`src/rtl/pbit_sampler.sv`:
```
// Two-stage p-bit sampler: m = sgn(clamp(beta*I) - r) with a valid/ready handshake,
// a force-clamp override and a saturating counter of output value changes.
module pbit_sampler #(
    parameter int I_W       = 16,
    parameter int I_FRAC    = 8,
    parameter int BETA_W    = 8,
    parameter int BETA_FRAC = 4,
    parameter int CNT_W     = 16
) (
    input  logic                  clk,
    input  logic                  reset_n,
    input  logic                  in_valid,
    output logic                  in_ready,
    input  logic signed [I_W-1:0] in_i,
    input  logic [BETA_W-1:0]     in_beta,
    input  logic [31:0]           rnd,
    input  logic                  clamp_en,
    input  logic                  clamp_val,
    output logic                  out_valid,
    input  logic                  out_ready,
    output logic                  m_out,
    output logic [CNT_W-1:0]      flip_cnt,
    input  logic                  cnt_clr
);

    localparam int P_W = I_W + BETA_W + 1;
    localparam int T_W = I_FRAC + 1;
    localparam logic signed [P_W-1:0] T_MAX = P_W'((1 << I_FRAC) - 1);
    localparam logic signed [P_W-1:0] T_MIN = ~T_MAX;

    logic                  adv1;
    logic                  adv2;
    logic                  vld_p1;
    logic signed [T_W-1:0] t_p1;
    logic                  clamp_en_p1;
    logic                  clamp_val_p1;
    logic                  last_m;
    logic signed [P_W-1:0] p_p0;
    logic signed [P_W-1:0] x_p0;
    logic signed [T_W-1:0] t_p0;
    logic signed [T_W-1:0] r_p1;
    logic                  m_p1;
    logic                  out_xfer;
    logic                  unused_rnd;

    // Hard-clamp approximation of tanh onto the comparator range.
    function automatic logic signed [T_W-1:0] sat_t(input logic signed [P_W-1:0] x);
        if (x > T_MAX)
            return $signed(T_MAX[T_W-1:0]);
        else if (x < T_MIN)
            return $signed(T_MIN[T_W-1:0]);
        else
            return $signed(x[T_W-1:0]);
    endfunction

    function automatic logic [CNT_W-1:0] sat_inc(input logic [CNT_W-1:0] c);
        return (&c) ? c : c + 1'b1;
    endfunction

    assign adv2     = ~out_valid | out_ready;
    assign adv1     = ~vld_p1 | adv2;
    assign in_ready = adv1;
    assign out_xfer = out_valid & out_ready;

    // The extra product bit keeps -2^(I_W-1) * (2^BETA_W-1) representable.
    assign p_p0 = $signed(in_i) * $signed({1'b0, in_beta});
    assign x_p0 = p_p0 >>> BETA_FRAC;
    assign t_p0 = sat_t(x_p0);

    assign r_p1       = $signed(rnd[31 -: T_W]);
    assign m_p1       = clamp_en_p1 ? clamp_val_p1 : (t_p1 > r_p1);
    assign unused_rnd = ^rnd[31-T_W:0];

    // ---- stage 1 data: clamped product and override, captured on input transfer
    always_ff @(posedge clk) begin
        if (in_valid && adv1) begin
            t_p1         <= t_p0;
            clamp_en_p1  <= clamp_en;
            clamp_val_p1 <= clamp_val;
        end
    end

    // ---- stage 2 / control: valids, output state and flip counter
    always_ff @(posedge clk or negedge reset_n) begin
        if (!reset_n) begin
            vld_p1    <= 1'b0;
            out_valid <= 1'b0;
            m_out     <= 1'b0;
            last_m    <= 1'b0;
            flip_cnt  <= '0;
        end else begin
            if (adv1)
                vld_p1 <= in_valid;
            if (adv2) begin
                out_valid <= vld_p1;
                if (vld_p1)
                    m_out <= m_p1;
            end
            if (cnt_clr)
                flip_cnt <= '0;
            else if (out_xfer && (m_out != last_m))
                flip_cnt <= sat_inc(flip_cnt);
            if (out_xfer)
                last_m <= m_out;
        end
    end

endmodule

```
`config.mk`:
```
export PLATFORM = sky130hd
export DESIGN_NAME = pbit_sampler
export DESIGN_NICKNAME = d
export VERILOG_FILES = /design/src/rtl/pbit_sampler.sv
export SDC_FILE = /design/constraint.sdc
export NUM_CORES = 1
export LEC_CHECK = 0
export CELL_PAD_IN_SITES_DETAIL_PLACEMENT = 0
export CELL_PAD_IN_SITES_GLOBAL_PLACEMENT = 2
export CORE_UTILIZATION = 38
export DETAILED_ROUTE_END_ITERATION = 7
export PLACE_DENSITY = 0.89
export SLEW_MARGIN = 5
export SYNTH_ARGS = -nofsm -noshare
export SYNTH_HDL_FRONTEND = slang
export SYNTH_SLANG_ARGS = --single-unit
```
`constraint.sdc`:
```
create_clock -name clk -period 5.4 [get_ports clk]
set_input_delay 0.54 -clock clk [delete_from_list [all_inputs] [get_ports clk]]
set_output_delay 0.54 -clock clk [all_outputs]
set_load 0.03 [all_outputs]
```
==> results.md <==
* Status: finished clean
* PD cells at 686 nW/um^2
* Fillers at roughly 1500
* Syn Area/Cell at 8.65 um^2
* Ports at between 80 and 90
* Worst slew pin tran at roughly 920 ps
* Post-DR wirelength/cell at 14.4 um
* Most area-hungry cell type in the Yosys netlist: fa_1
* FF+latch count, synth at 31
* Max H-tree Level at 2
* NumNets Final at ~1200
* Clock sink total at 31
* Hold buffers post-CTS at 0
* Clk Latency, worst-skew pair at 270 ps
* Max clock buf depth at 2
* Post-synthesis cell type count at 60
* GPL Wtd Cong at 0.933
* Layout Skew at 7.52 ps
* Drt total wl at between 15000 and 20000 um
* Leak at 0.00448 uW
* DR pass1 iterations at 5
* Yosys top cell area share at 31.3%
* CP Class: input pin to flip-flop
* Syn_nets at 976
* Global-route wire length before repair at 28100 um
* Die area at 17700 um^2
* Area Growth Syn to Fin at 41.4%
* Clk root buf: clkbuf_16
* ANT cells at 0
* Die Wd at about 130 um
* Hold WS at 530 ps
* Register area share after synthesis at around an eighth
* Primary FF master, synth: dfrtp_1
* Highest clock rate at 188 MHz
* Final Hold Fails at 0
* Gr ovfl total at 0
* # DRC at 0
* Via count at 5727
* # rows at 47
* Synth top cells by count: inv_1, fa_1, nand2_1, and2_1, ha_1
* Largest net degree at the start of global routing at 21
* Port Buffer Count at 58
* Max FO, Critical Path at 8
* DRT iter0 DRCs at 210
* Die height at 133 um
* VDD IR max at roughly 0.47 mV
* Slowest stage delay, CP at 520 ps
* Critical Path AT at 5350 ps
* Slowest CP cell: or4_1
* Post-synth EDFFs at 11
* TritonCTS Buffers at 5
* Slew Limit Fails at 0
* Most common cell in the netlist: inv_1
* Final setup viols at 0
* Final core occ at around 55%
* Starting Density at 39.2%
* Flop2flop setup slack at 3130 ps
* Critical Path RT at 5420 ps
* Synth Cell Area at around 6500 um^2
* Most used cell along the critical path: fa_1
* HPWL Detailed at around 13000 um
* Initial antenna violation count at 0
* Overall Global Routing Usage at 19.5%
* Max-cap check violation count at 0
* Core Box Area at ~17000 um^2
* CTS tree: done
* Final min period at around 5300 ps
* Share of flip-flops with an asynchronous set or reset at between 60% and 70%
* Top cells by area, synth: fa_1, ha_1, inv_1, dfrtp_1, and2_1
* Routed vias/inst at 4.93
* R2R cell count at 7
* Yosys warns at 0
* Vias in the first global route at 6168
* Reg2reg start: flip_cnt[7]
* Post-DRT Antenna Nets at 0
* Post-synthesis cell count at 754
* Crit-path cells: buf_6 -> buf_6 -> buf_4 -> nand2_2 -> fa_1 -> inv_2 -> fa_1 -> ha_1 -> inv_1 -> fa_1 -> inv_2 -> fa_2 -> a211oi_4 -> o211ai_2 -> buf_4 -> a211oi_2 -> nor3_2 -> or4_1 -> and4bb_1 -> a41o_4 -> a21oi_2
* Critical Path Start Type: input pin
* CTS clock-pin slew for the worst setup and hold paths at about 50 ps
* Layout cells sized above 1 at 29.8%
* Crit. End Element: flip-flop
* Reg2reg end: flip_cnt[13]
* Slew HR at about two fifths
* Hold Crit Class: flip-flop to flip-flop
* Crit path launch: in_beta[2]
* Setup crit end: t_p1[4]
* Tcrit/Tclk final at a little over nine tenths
==> cells by family (layout without fill, tap and decap cells) <==
logic type | Yosys count | count (layout) | synth area share (%)
AOI/OAI and AO/OA | 108 | 108 | 11.5
xor gates and xnor gates | 29 | 29 | 3.90
adders and majority gates | 159 | 159 | 42.3
buffers and inverters | 196 | 384 | 11.4
DFF | 31 | 31 | 12.7
muxes | 3 | 3 | 0.499
and+or+nand+nor | 228 | 228 | 17.7
==> per-stage QoR <==
step / cells / total power [uW] / worst slack [ps] / cell area (um^2) / TNS (ps)
after global routing: 1162 / 6880 / -55.5 / 9220 / -382
after global placement: 1121 / 4340 / -628 / 8150 / -5040
after CTS: 1144 / 5130 / 9.93 / 8660 / 0
after detailed placement: 1121 / 4420 / -742 / 8150 / -5880
final: 1162 / 6330 / 70.8 / 9220 / 0
after floorplan: 754 / 2860 / 4.59 / 6520 / 0
==> area by class of cell <==
class / instances / area [um^2] / share of cell area, %
Multi-Input combinational cell: 527 / 5580 / 60.5
Timing Repair Buffer: 196 / 1720 / 18.6
Sequential cell: 31 / 831 / 9.01
Inverter: 180 / 676 / 7.33
Tap cell: 220 / 275 / 2.99
Clock buffer: 7 / 143 / 1.55
Clock inverter: 1 / 5.00 / 0.0543
==> report_power, final <==
part	internal (uW)	switching, uW
clock network	182	92.3
logic	2820	2850
registers	362	22.9
total	3360	2970
==> cell usage in the layout (no fill, tap or decap), types with 6 or more instances in the layout <==
| master | n |
|---|---|
| fa_1 | 96 |
| a21oi_2 | 14 |
| ha_4 | 17 |
| buf_4 | 120 |
| nor2_1 | 26 |
| buf_6 | 12 |
| buf_12 | 6 |
| nand2_2 | 8 |
| xnor2_1 | 17 |
| and2_4 | 6 |
| a21o_1 | 6 |
| inv_2 | 16 |
| clkbuf_16 | 6 |
| ha_1 | 38 |
| o211ai_1 | 8 |
| nand3_1 | 6 |
| clkdlybuf4s50_1 | 34 |
| a21oi_4 | 7 |
| nand2_1 | 75 |
| clkbuf_2 | 14 |
| dfrtp_1 | 20 |
| inv_1 | 164 |
| o21a_1 | 6 |
| edfxtp_1 | 11 |
| nand4_1 | 8 |
| xor2_1 | 11 |
| fa_2 | 6 |
| and2_1 | 64 |
| a21oi_1 | 16 |
| o21ai_0 | 7 |
==> worst min path at each step <==
stage | cells after the start | from | slack, ps | end
2_1_floorplan | 0 | reset_n | 240 | flip_cnt[0]
3_3_place_gp | 1 | vld_p1 | 500 | out_valid
3_5_place_dp | 1 | last_m | 520 | last_m
4_1_cts | 1 | vld_p1 | 530 | out_valid
5_1_grt | 1 | last_m | 570 | last_m
6_report | 1 | vld_p1 | 530 | out_valid
==> metal layers <==
layer  GRT usage (%)  vias to the layer above  share of wire, %
met4            3.83                        0               1.3
li1                -                     2751                 -
met2            36.5                      103                53
met1            23.9                     2852                43
met5               0                        -                 0
met3            2.11                       21               3.4
==> state kept, by name, summed over array words and instances (netlist names) <==
register and flops:
out_valid 1, m_out 1, last_m 1, flip_cnt 16, clamp_val_p1 1, vld_p1 1
clamp_en_p1 1, t_p1 9
==> critical path, delay by kind of cell <==
| family | cells | cell delay (ps) |
|---|---|---|
| buf+inv | 7 | 610 |
| fa+ha+maj | 5 | 2130 |
| compound gates | 5 | 1080 |
| simple gates | 4 | 960 |
==> timing repair <==
item / in CTS / in global routing
resized for setup: 71 / 153
cloned: 4 / 2
endpoints found under the setup margin: 8 / 8
pin swaps: 27 / 76
setup buffers: 11 / 18
Note: power is estimated with default switching activity, not from simulation.
